===== config.mk =====
export PLATFORM = sky130hd
export DESIGN_NAME = pixel_arbiter_flat
export DESIGN_NICKNAME = d
export VERILOG_FILES = /design/src/rtl/pixel_arbiter_if.sv /design/src/rtl/pixel_arbiter.sv /design/src/flat_wrapper.sv
export SDC_FILE = /design/constraint.sdc
export NUM_CORES = 1
export LEC_CHECK = 0
export ABC_AREA = 1
export CORE_MARGIN = 4
export CORE_UTILIZATION = 33
export DETAILED_ROUTE_END_ITERATION = 8
export GPL_TIMING_DRIVEN = 1
export PLACE_DENSITY = 0.77
export SYNTH_ARGS = -nofsm -noshare
export SYNTH_HDL_FRONTEND = slang
export SYNTH_SLANG_ARGS = --single-unit

===== constraint.sdc =====
create_clock -name clock -period 1.6 [get_ports clock]
set_clock_uncertainty 0.15 [all_clocks]
set_input_delay 0.16 -clock clock [delete_from_list [all_inputs] [get_ports clock]]
set_output_delay 0.16 -clock clock [all_outputs]
set_load 0.05 [all_outputs]

===== src/rtl/pixel_arbiter_if.sv =====
// Pixel arbiter bus: requester-side pixel handshake plus the VGA adapter
// write port and arbiter status. The arbiter connects through the slave
// modport; the requesters/VGA side (or a testbench) through master.
interface pixel_arbiter_if #(
    parameter int XW = 8,
    parameter int YW = 7,
    parameter int CW = 3
);
    logic [2:0]      req;
    logic [3*XW-1:0] x_in;
    logic [3*YW-1:0] y_in;
    logic [3*CW-1:0] color_in;
    logic [2:0]      last;
    logic [2:0]      gnt;
    logic            plot;
    logic [XW-1:0]   x;
    logic [YW-1:0]   y;
    logic [CW-1:0]   color;
    logic            busy;
    logic [1:0]      owner;

    modport master (
        output req, x_in, y_in, color_in, last,
        input  gnt, plot, x, y, color, busy, owner
    );

    modport slave (
        input  req, x_in, y_in, color_in, last,
        output gnt, plot, x, y, color, busy, owner
    );
endinterface


===== src/rtl/pixel_arbiter.sv =====
// Three-way round-robin burst arbiter feeding a VGA adapter write port.
// Requester 0 = sky, 1 = catcher, 2 = score/overlay. A burst holds one owner
// until it delivers a pixel flagged last or drops its request, followed by a
// mandatory one-cycle IDLE turnaround. Accepted pixels are registered onto
// x/y/color with plot one cycle after acceptance.
// Optional feature: define PIXEL_ARB_CLIP_EN to suppress plotting of
// accepted pixels that fall outside X_LIMIT x Y_LIMIT.
module pixel_arbiter #(
    parameter int XW      = 8,
    parameter int YW      = 7,
    parameter int CW      = 3,
    parameter int X_LIMIT = 160,
    parameter int Y_LIMIT = 120
) (
    input logic            clock,
    input logic            reset,
    pixel_arbiter_if.slave bus
);

    typedef enum logic {IDLE, BURST} state_t;

    state_t        state;
    logic [1:0]    owner_q;
    logic          plot_q;
    logic [XW-1:0] x_q;
    logic [YW-1:0] y_q;
    logic [CW-1:0] color_q;

    logic [2:0]    gnt_c;
    logic          accept;
    logic          in_range;
    logic [XW-1:0] sel_x;
    logic [YW-1:0] sel_y;
    logic [CW-1:0] sel_c;
    logic [1:0]    cand0, cand1, pick;

    // Grant only the owner, and only while its request is up in BURST.
    always_comb begin
        // NOTE: every always_comb output gets a default first so no path can infer a latch.
        gnt_c = '0;
        if (state == BURST) begin
            gnt_c[owner_q] = bus.req[owner_q];
        end
    end

    assign accept = (state == BURST) && bus.req[owner_q];

    // Select the owner's pixel fields from the packed request buses.
    always_comb begin
        sel_x = '0;
        sel_y = '0;
        sel_c = '0;
        for (int i = 0; i < 3; i++) begin
            if (owner_q == 2'(i)) begin
                sel_x = bus.x_in[i*XW +: XW];
                sel_y = bus.y_in[i*YW +: YW];
                sel_c = bus.color_in[i*CW +: CW];
            end
        end
    end

    // Round-robin pick starting after the most recent owner; the owner
    // itself is the last candidate so a lone requester can win again.
    always_comb begin
        cand0 = (owner_q == 2'd2) ? 2'd0 : owner_q + 2'd1;
        cand1 = (cand0 == 2'd2) ? 2'd0 : cand0 + 2'd1;
        if (bus.req[cand0]) begin
            pick = cand0;
        end else if (bus.req[cand1]) begin
            pick = cand1;
        end else begin
            pick = owner_q;
        end
    end

`ifdef PIXEL_ARB_CLIP_EN
    localparam logic [XW:0] X_LIM = (XW+1)'(X_LIMIT);
    localparam logic [YW:0] Y_LIM = (YW+1)'(Y_LIMIT);
    assign in_range = ({1'b0, sel_x} < X_LIM) && ({1'b0, sel_y} < Y_LIM);
`else
    assign in_range = 1'b1;
`endif

    // Burst FSM plus the registered VGA write port.
    always_ff @(posedge clock or negedge reset) begin
        if (!reset) begin
            state   <= IDLE;
            owner_q <= 2'd2;
            plot_q  <= 1'b0;
            x_q     <= '0;
            y_q     <= '0;
            color_q <= '0;
        end else begin
            // NOTE: sequential state uses non-blocking assignments so every register samples pre-edge values.
            plot_q <= 1'b0;
            if (accept && in_range) begin
                plot_q  <= 1'b1;
                x_q     <= sel_x;
                y_q     <= sel_y;
                color_q <= sel_c;
            end
            case (state)
                IDLE: begin
                    if (|bus.req) begin
                        owner_q <= pick;
                        state   <= BURST;
                    end
                end
                BURST: begin
                    if (!bus.req[owner_q] || (accept && bus.last[owner_q])) begin
                        state <= IDLE;
                    end
                end
                default: state <= IDLE;
            endcase
        end
    end

    assign bus.gnt   = gnt_c;
    assign bus.plot  = plot_q;
    assign bus.x     = x_q;
    assign bus.y     = y_q;
    assign bus.color = color_q;
    assign bus.busy  = (state == BURST);
    assign bus.owner = owner_q;

endmodule


===== src/flat_wrapper.sv =====
// flat-port wrapper written by rule: the top's interface ports become plain ports
module pixel_arbiter_flat 
#(
    parameter int XW      = 8,
    parameter int YW      = 7,
    parameter int CW      = 3,
    parameter int X_LIMIT = 160,
    parameter int Y_LIMIT = 120
)
  (clock, reset, bus_req, bus_x_in, bus_y_in, bus_color_in, bus_last, bus_gnt, bus_plot, bus_x, bus_y, bus_color, bus_busy, bus_owner);
  pixel_arbiter_if #(.XW(XW), .YW(YW), .CW(CW)) bus_i ();
  input logic clock;
  input logic reset;
  input wire logic [$bits(bus_i.req)-1:0] bus_req;
  input wire logic [$bits(bus_i.x_in)-1:0] bus_x_in;
  input wire logic [$bits(bus_i.y_in)-1:0] bus_y_in;
  input wire logic [$bits(bus_i.color_in)-1:0] bus_color_in;
  input wire logic [$bits(bus_i.last)-1:0] bus_last;
  output wire logic [$bits(bus_i.gnt)-1:0] bus_gnt;
  output wire logic [$bits(bus_i.plot)-1:0] bus_plot;
  output wire logic [$bits(bus_i.x)-1:0] bus_x;
  output wire logic [$bits(bus_i.y)-1:0] bus_y;
  output wire logic [$bits(bus_i.color)-1:0] bus_color;
  output wire logic [$bits(bus_i.busy)-1:0] bus_busy;
  output wire logic [$bits(bus_i.owner)-1:0] bus_owner;
  assign bus_i.req = bus_req;
  assign bus_i.x_in = bus_x_in;
  assign bus_i.y_in = bus_y_in;
  assign bus_i.color_in = bus_color_in;
  assign bus_i.last = bus_last;
  assign bus_gnt = bus_i.gnt;
  assign bus_plot = bus_i.plot;
  assign bus_x = bus_i.x;
  assign bus_y = bus_i.y;
  assign bus_color = bus_i.color;
  assign bus_busy = bus_i.busy;
  assign bus_owner = bus_i.owner;
  pixel_arbiter #(.XW(XW), .YW(YW), .CW(CW), .X_LIMIT(X_LIMIT), .Y_LIMIT(Y_LIMIT)) u_core (.clock(clock), .reset(reset), .bus(bus_i));
endmodule

==> summary.txt, run 1 <==
Drt
  • Vias per cell: around 4.7
  • Initial DRC count: 65
  • Wirelength, routed: 4480 um
  • DRC: 0
  • Final ANT Viol Nets: 0
  • DR WL/cell: 13.0 um
  • Vias: 1616
  • Number of iterations in the first detailed-routing pass: 4

Global routing
  • Congestion Overflow GR: 0
  • Vias in the first global route: ~1500
  • Initial antenna violation count: 0
  • GR Util All Layers: 0.166
  • Largest net degree at the start of global routing: 23
  • First-pass GRT wire length: 6980 um

Layout
  • Diode count: 0
  • Nets: 359
  • Final instance count without filler cells: 344
  • Fraction of layout cells with a size suffix above 1: 0.230
  • Layout overhead on the synthesized area: 86.1%

Synth
  • Xor/xnor share of the synthesized area: 0
  • Post-Syn Area: approximately 0.0013 sq mm
  • Post-synthesis cell type count: 20
  • Adder-cell share of the synthesized area: 0
  • Seq/Total Area, Yosys: 0.412
  • Mapped Nets: 260
  • Simple-gate share of the synthesized area: 0.494
  • Compound-gate portion of the synthesized area: 0.0299
  • Syn Inst Count: approximately 200
  • Mux contribution to synthesized area: 0
  • FF+latch count, synth: 22
  • Ys Warns: 0
  • Average size of a mapped cell: between 6 and 7 sq um
  • Largest family of logic cells by synthesized area: simple AND/OR/NAND/NOR gates

Worst hold path
  • Worst min-delay path category: in2async

Floorplanning
  • # IOs: 87
  • Die ar.: 0.00514 sq mm
  • Placeable core area: 0.00380 sq mm
  • Die Y: about 70 um
  • DIE WIDTH: 71.7 um
  • FP Rows: 22
  • Starting Density: 0.353

Setup path
  • CP max stage delay: 0.66 ns
  • Crit-path max FO: 4
  • CP Launch Type: flip-flop
  • FF-to-FF path depth: 7
  • Critical R2R Capture: u_core.bus.x[7]
  • Worst setup path endpoint: bus_gnt[2]
  • Kind of end point of the critical path: primary output
  • Critical path's slowest cell: dfstp_4
  • Worst setup path start: u_core.bus.owner[1]
  • Setup slack, reg-to-reg: -0.02 ns
  • WS Path Type: reg2out
  • Most frequent CP cell: nor2_4
  • CP Cell Sequence: inv_4, nor2_4, nand2_4, nor2_4, buf_12
  • Reg2reg start: u_core.bus.owner[1]
  • Critical Path RT: 1.29 ns
  • Worst EP arrival: 1.41 ns

Power and ir drop
  • Leakage: 0.00122 uW
  • VDD IR-drop max: 0.00121 V
  • Pwr Total: between 4000 and 5000 uW
  • PD cells: 2000 mW/mm^2

Clock network
  • CTS tree: done
  • Clock latency on the worst-skew pair: 0.26 ns
  • Clock sinks: 22
  • Clock root buffer master: clkbuf_8
  • Max clock buf depth: 2
  • CTS clk-pin slew, worst paths: 0.08 ns
  • H-tree Lvls: 1
  • TritonCTS buffer count: 3

STA
  • Final Max Tran Viols: 0
  • Final period util: 1.08
  • Final setup vio count: 9
  • RSZ-0062 raised after global routing: yes
  • Slew margin rel.: 0.782
  • Tmin final: 1.72 ns
  • Max Freq: 0.581 GHz
  • Final worst slack: -0.122 ns
  • Worst slew pin tran: 0.324 ns
  • Final hold vios: 0

Run
  • Max-Cap Viols: 0

Run status
  • Status: complete, but fails checks
  • Failing checks: setup timing

Placed design
  • Post-DP HPWL: 3520 um
  • Placer congestion estimate: 0.788
  • Number of I/O port buffers: 86
  • Placed cells: 334
## cells in the final DEF (no fill, tap or decap), drive strengths merged
cell type,count
a21oi,1
nand3,41
nand2,107
dfstp,1
o31ai,1
inv,5
clkdlybuf4s50,61
nor2,6
buf,41
nand4,1
clkbuf,5
dfrtp,21
o21ai,4
o21bai,1
## logic make-up after synthesis
logic type	count (synthesis)
and+or+nand+nor	154
AOI/OAI and AO/OA	7
buffers and inverters	15
DFF	22
## where the power goes
part	switching, uW	total [uW]	leakage [uW]	internal, uW
clock	173	392	0.0000288	219
combinational	2200	3540	0.000917	1340
sequential	212	1040	0.000275	831
total	2590	4980	0.00122	2390
## state kept, by name, summed over array words and instances (netlist names)
signal and flops:
u_core.bus.plot 1, u_core.bus.color 3, u_core.bus.owner 2, u_core.bus.busy 1, u_core.bus.y 7, u_core.bus.x 8
## worst min-delay path by stage
stage,endpoint,start,cells after the start
after floorplan,u_core.bus.busy,reset,0
after global placement,u_core.bus.y[1],u_core.bus.y[1],2
after detailed placement,u_core.bus.x[5],u_core.bus.x[5],2
after CTS,u_core.bus.color[1],reset,2
after global routing,u_core.bus.x[0],reset,2
final,u_core.bus.x[0],reset,2
## per-stage QoR
step / instance area, sq um / setup slack, ns / utilization / setup TNS, ns / hold WS (ns)
4_1_cts: 2400 / -0.139 / 0.631 / -0.289 / 0.110
3_5_place_dp: 2340 / -0.00143 / 0.617 / -0.00143 / 0.309
3_3_place_gp: 2340 / 0.0515 / 0.617 / 0 / 0.305
6_report: 2490 / -0.122 / 0.656 / -0.288 / 0.101
2_1_floorplan: 1400 / -0.0898 / - / -1.11 / -0.286
5_1_grt: 2490 / -0.173 / 0.656 / -1.91 / 0.139
## synthesized netlist by cell type
library cell	n	share of area
o21ai_0	4	0.015
nor2_1	3	0.0084
nand4_1	1	0.0047
nor2_2	3	0.014
nand3_1	40	0.15
buf_4	5	0.028
nand3_4	1	0.013
nand2_1	104	0.29
inv_1	4	0.011
dfrtp_1	21	0.39
nand2_2	1	0.0047
clkbuf_1	1	0.0028
dfstp_2	1	0.020
a21oi_1	1	0.0037
inv_2	1	0.0028
o21bai_1	1	0.0056
buf_6	1	0.0084
buf_2	3	0.011
nand2_4	1	0.0084
o31ai_1	1	0.0056
## critical path: cells and delay by family, from the launching register on
family,cells,cell delay (ns)
and+or+nand+nor,3,0.31
DFF,1,0.66
buffers and inverters,2,0.18
## per-layer routing
layer	GRT usage	part of all wire	vias to the layer above
met5	0	0	-
li1	-	-	833
met2	0.298	0.50	53
met3	0.0393	0.069	4
met1	0.198	0.42	726
met4	0.0418	0.0092	0
## what timing repair did
item	4_1_cts	5_1_grt
gates cloned	0	2
hold buffers	0	0
setup buffers	0	5
gates resized for setup	0	9
pin swaps	0	6
setup endpoints to repair	4	24
## final cells by class
class                   instances  area [sq um]
fillers                       340          1310
repair buffers                103          1030
multi-input cells             162           769
flip-flops and latches         22           558
well taps                      48          60.1
clock buffers                   4          55.1
inverters                       5          21.3
Power figures use the tool's default switching activity.
==> run 2: changes to the inputs <==
--- a/config.mk
+++ b/config.mk
@@ -7,10 +7,10 @@
 export LEC_CHECK = 0
 export ABC_AREA = 1
 export CORE_MARGIN = 4
-export CORE_UTILIZATION = 33
+export CORE_UTILIZATION = 27
 export DETAILED_ROUTE_END_ITERATION = 8
 export GPL_TIMING_DRIVEN = 1
-export PLACE_DENSITY = 0.77
+export PLACE_DENSITY = 0.65
 export SYNTH_ARGS = -nofsm -noshare
 export SYNTH_HDL_FRONTEND = slang
 export SYNTH_SLANG_ARGS = --single-unit
==> run 2 against run 1 <==
Net effect:
- the flow still finishes with violations (setup timing)
- sequential share of layout area fell by 0.45 points
- sequential cell count did not move
- wire length fell by 1.1%
- die area rose by 20%
- via count rose by 0.25%
- fmax fell by 1.1%
- power rose by 1.8%
- cell count rose by 6.1%
- register-to-register slack got worse by 0.05 ns
- critical path type unchanged
- largest cell class unchanged
==> summary.txt, run 2 (synthesized netlist as in run 1, its figures left out) <==
Run status
  • Status: complete, but fails checks
  • Failing checks: setup timing

Floorplanning
  • DIE WIDTH: 78.5 um
  • Die Y: 78.5 um
  • # IOs: 87
  • Die ar.: 0.00615 sq mm
  • FP Rows: 25
  • Placeable core area: 0.00475 sq mm
  • Starting Density: 0.282

Power and ir drop
  • Clock Power Share: 0.103
  • Leakage: between 0.001 and 0.0015 uW
  • PD cells: ~2000 mW/mm^2
  • VDD IR-drop max: 0.000811 V
  • Net switching power: 2560 uW
  • Int Power: 2510 uW
  • Sequential power share: 0.204
  • Combinational power share: 0.693
  • Sw frac: 0.505

Layout
  • Multi-input logic area: 763 sq um
  • Layout overhead on the synthesized area: 89.9%
  • Fraction of layout cells with a size suffix above 1: 0.221
  • Final instance count without filler cells: around 370
  • Fillers: about 480
  • Max reg flops: 8
  • Diode count: 0
  • FF+latch area: roughly 560 sq um
  • Most common cell after layout, fill and taps aside: nand2_1
  • Most frequent cells in the layout: nand2_1 (102), clkdlybuf4s50_1 (61), nand3_1 (40)
  • Nets: 361

Global routing
  • Vias in the first global route: 1633
  • GR Util All Layers: 0.150
  • First-pass GRT wire length: 7470 um
  • Congestion Overflow GR: 0
  • Initial antenna violation count: 0
  • Largest net degree at the start of global routing: 23

Clock network
  • Clock sinks: 22
  • CTS tree: done
  • Max clock buf depth: 2
  • CTS clk-pin slew, worst paths: 0.09 ns
  • H-tree Lvls: 1
  • Hold-fix buffers, CTS: 0
  • TritonCTS buffer count: 3
  • Clock latency on the worst-skew pair: 0.26 ns
  • Clock root buffer master: clkbuf_8

STA
  • Final setup vio count: 22
  • Final hold vios: 0
  • Tmin final: 1.74 ns
  • Final worst slack: -0.141 ns
  • Worst slew pin tran: approximately 0.32 ns
  • Max Freq: 0.574 GHz
  • Final period util: 1.09
  • Slew margin rel.: 0.788
  • Final Max Tran Viols: 0
  • Hold_ws: 0.0974 ns
  • RSZ-0062 raised after global routing: yes

Setup path
  • WS Path Type: reg2out
  • Worst EP arrival: 1.43 ns
  • Critical Path RT: 1.29 ns
  • Setup slack, reg-to-reg: -0.07 ns
  • Reg2reg start: u_core.bus.owner[1]
  • Kind of end point of the critical path: primary output
  • Crit-path max FO: 6
  • Critical R2R Capture: u_core.bus.x[3]
  • CP Launch Type: flip-flop
  • FF-to-FF path depth: 8

Drt
  • Wirelength, routed: 4430 um
  • Met3 wire length: 387 um
  • Number of iterations in the first detailed-routing pass: 4
  • DRC: 0
  • Met2 WL: about 2200 um
  • M1 WL: 1790 um
  • DR WL/cell: 12.1 um
  • Vias per cell: 4.44
  • Top Layer Used: met4
  • Vias: between 1500 and 2000
  • Initial DRC count: 87
  • Final ANT Viol Nets: 0

Worst hold path
  • Worst min-delay path category: in2async

Placed design
  • Post-DP HPWL: 3470 um
  • Placed cells: 354
  • Placer congestion estimate: 0.772
  • Pre-CTS setup slack: -0.0256 ns
  • Number of I/O port buffers: 86

Run
  • Max-Cap Viols: 0
-- run 2: cell types whose count changed in the layout (fill, tap and decap cells not counted), sizes merged --
cell / delta
nand2: -1
buf: +4
clkbuf: -2
bufinv: +1
-- run 2: how the worst max path moves through the flow --
stage                              from               to  slack [ns]  cells past startpoint
finish              u_core.bus.owner[1]       bus_gnt[2]       -0.14                      5
detailed placement  u_core.bus.owner[1]  u_core.bus.busy       -0.03                      7
global placement    u_core.bus.owner[1]  u_core.bus.busy       -0.01                      7
CTS                 u_core.bus.owner[1]       bus_gnt[2]       -0.19                      5
global route        u_core.bus.owner[1]       bus_gnt[2]       -0.18                      5
floorplan               u_core.bus.busy       bus_gnt[0]       -0.09                      3
-- run 2: metrics by stage --
| step | util | power [uW] | area [sq um] | setup TNS, ns |
|---|---|---|---|---|
| after global placement | 0.499 | 4350 | 2370 | -0.0142 |
| after CTS | 0.528 | 5020 | 2510 | -2.17 |
| final | 0.535 | 5070 | 2540 | -1.37 |
| after detailed placement | 0.499 | 4360 | 2370 | -0.0256 |
| after global routing | 0.535 | 5460 | 2540 | -3.07 |
| after floorplan | - | 3200 | 1400 | -1.11 |
-- run 2: worst max-delay path, cell delays in order, from the launching register on --
cell     delay [ns]
dfstp_4        0.69
inv_4          0.05
nor2_4         0.10
nand2_4        0.07
nor2_4         0.11
buf_12         0.15
-- run 2: metal layers --
| metal | vias up | track usage |
|---|---|---|
| met4 | 0 | 0.0420 |
| met3 | 2 | 0.0367 |
| met5 | - | 0 |
| li1 | 832 | - |
| met1 | 731 | 0.181 |
| met2 | 55 | 0.265 |
-- run 2: layout make-up --
| class | instances | area share |
|---|---|---|
| Inverter | 5 | 0.00836 |
| Sequential cell | 22 | 0.219 |
| Tap cell | 67 | 0.0329 |
| Clock buffer | 3 | 0.0162 |
| Timing Repair Buffer | 106 | 0.412 |
| Multi-Input combinational cell | 161 | 0.300 |
| Clock inverter | 1 | 0.0118 |
-- run 2: timing repair --
item	in CTS	in global routing
pin swaps	4	5
setup buffers	6	1
endpoints found under the setup margin	19	25
resized for setup	4	7
-- run 2: power groups by stage --
stage               combinational [uW]  clock (uW)  sequential [uW]
global placement                  3300           0             1050
finish                            3510         524             1030
CTS                               3460         536             1030
detailed placement                3300           0             1060
floorplan                         1340           0             1860
global route                      3820         560             1080
==> run 3: changes to the inputs <==
--- a/config.mk
+++ b/config.mk
@@ -6,11 +6,13 @@
 export NUM_CORES = 1
 export LEC_CHECK = 0
 export ABC_AREA = 1
+export CAP_MARGIN = 30
 export CORE_MARGIN = 4
 export CORE_UTILIZATION = 27
 export DETAILED_ROUTE_END_ITERATION = 8
 export GPL_TIMING_DRIVEN = 1
 export PLACE_DENSITY = 0.65
+export SETUP_SLACK_MARGIN = 0.15
 export SYNTH_ARGS = -nofsm -noshare
 export SYNTH_HDL_FRONTEND = slang
 export SYNTH_SLANG_ARGS = --single-unit
==> run 3 against run 2 <==
Net effect:
- the flow still finishes with violations (setup timing)
- clock-buffer cell count up 1
- clock power down 24%
- setup slack better by 0.053 ns
- critical endpoint unchanged
==> summary.txt, run 3 (synthesized netlist as in run 1, its figures left out) <==
Layout
  • Fillers: between 400 and 500
  • Diode count: 0
  • Nets: 364
  • Multi-input logic area: 843 sq um
  • Layout overhead on the synthesized area: 98.7%
  • FF+latch area: roughly 560 sq um
  • Max reg flops: 8
  • Most frequent cells in the layout: nand2_1 (102), clkdlybuf4s50_1 (61), buf_4 (33)
  • Fraction of layout cells with a size suffix above 1: 0.272
  • Most common cell after layout, fill and taps aside: nand2_1

Drt
  • Number of iterations in the first detailed-routing pass: 4
  • DRC: 0
  • Wirelength, routed: 4740 um
  • Final ANT Viol Nets: 0
  • DR WL/cell: approximately 13 um
  • Vias per cell: between 4 and 5
  • Vias: 1633
  • Initial DRC count: 51

Setup path
  • Kind of end point of the critical path: primary output
  • Setup slack, reg-to-reg: -0.05 ns
  • WP depth: 5
  • Critical R2R Capture: u_core.bus.x[2]
  • Top Family by Delay on Critical Path: flip-flops
  • Worst EP arrival: 1.38 ns
  • CP Buf/Inv Count: 2
  • Reg2reg start: u_core.bus.owner[1]
  • CP max stage delay: 0.65 ns
  • Worst setup path endpoint: bus_gnt[2]
  • Critical Path RT: 1.29 ns
  • CP Launch Type: flip-flop
  • Worst setup path start: u_core.bus.owner[1]
  • Crit-path max FO: 2
  • CP Cell Sequence: inv_4, nor2_4, nand2_4, nor2_4, buf_12
  • FF-to-FF path depth: 8
  • WS Path Type: reg2out
  • Critical path's slowest cell: dfstp_4
  • Most frequent CP cell: nor2_4

STA
  • Final Max Tran Viols: 0
  • Slew margin rel.: 0.780
  • Final setup vio count: 22
  • Final period util: 1.06
  • Setup TNS: -0.793 ns
  • Worst slew pin tran: 0.329 ns
  • Final hold vios: 0
  • Tmin final: between 1.5 and 2 ns
  • Max Freq: between 0.5 and 0.6 GHz
  • RSZ-0062 raised after global routing: yes
  • Final worst slack: -0.0882 ns

Floorplanning
  • # IOs: 87
  • Die ar.: 0.00615 sq mm
  • Starting Density: 0.282
  • DIE WIDTH: approximately 78 um
  • Placeable core area: 0.00475 sq mm
  • FP Rows: 25
  • Die Y: 78.5 um

Clock network
  • CTS clk-pin slew, worst paths: 0.08 ns
  • Max clock buf depth: 2
  • CTS tree: done
  • Clock root buffer master: clkbuf_8
  • Clock sinks: 22
  • TritonCTS buffer count: 3
  • Clock latency on the worst-skew pair: 0.26 ns
  • H-tree Lvls: 1

Global routing
  • Largest net degree at the start of global routing: 23
  • First-pass GRT wire length: 7500 um
  • GR Util All Layers: 0.152
  • Initial antenna violation count: 0
  • Congestion Overflow GR: 0
  • Vias in the first global route: 1550

Run status
  • Failing checks: setup timing
  • Status: complete, but fails checks

Power and ir drop
  • PD cells: 1990 mW/mm^2
  • VDD IR-drop max: 0.000993 V
  • Pwr Total: 5290 uW
  • Leakage: 0.00127 uW

Worst hold path
  • Worst min-delay path category: in2async

Placed design
  • Post-DP HPWL: 3430 um
  • Number of I/O port buffers: 86
  • Placer congestion estimate: a little under 0.8

Run
  • Max-Cap Viols: 0
==> run 3: changes by cell type in the layout (fill, tap and decap cells not counted), sizes merged <==
cell / before / now
buf: 45 / 46
bufinv: 1 / 0
clkbuf: 3 / 5
nand2: 106 / 107
==> run 3: how the worst min path moves through the flow <==
stage | startpoint | to | slack, ns
finish | reset | u_core.bus.y[1] | 0.11
global route | reset | u_core.bus.x[5] | 0.14
CTS | reset | u_core.bus.plot | 0.11
detailed placement | u_core.bus.y[5] | u_core.bus.y[5] | 0.31
global placement | u_core.bus.x[2] | u_core.bus.x[2] | 0.30
floorplan | reset | u_core.bus.busy | -0.29
==> run 3: power breakdown <==
part           switching (uW)  total [uW]  internal [uW]
sequential                181        1020            836
clock                     181         400            219
combinational            2370        3870           1500
total                    2730        5290           2560
==> run 3: area by class of cell <==
class                      count  area share
timing repair buffer         108       0.413
multi-input combinational    162       0.317
sequential                    22       0.211
tap                           67      0.0315
clock buffer                   4      0.0207
inverter                       5     0.00799
==> run 3: repair_timing <==
action                                  CTS  global route
resized for setup                         9            20
buffers inserted                          4             5
hold buffers                              0             0
pin swaps                                 5            12
gates cloned                              0             2
endpoints found under the setup margin   26            26
==> run 3: through the flow <==
stage | hold slack, ns | setup WS (ns) | instance area, sq um | utilization | std cells
floorplan | -0.286 | -0.0708 | 1390 | - | 198
detailed placement | 0.309 | 0.00266 | 2360 | 0.497 | 353
CTS | 0.110 | -0.107 | 2500 | 0.526 | 361
global route | 0.138 | -0.139 | 2660 | 0.560 | 368
global placement | 0.305 | 0.0479 | 2360 | 0.497 | 353
finish | 0.108 | -0.0882 | 2660 | 0.560 | 368
==> run 3: routing by layer <==
layer,vias to the layer above,GRT usage,part of all wire
met5,-,0,0
met4,0,0.0490,0.0076
met3,2,0.0241,0.058
met2,46,0.261,0.50
met1,740,0.193,0.44
li1,845,-,-
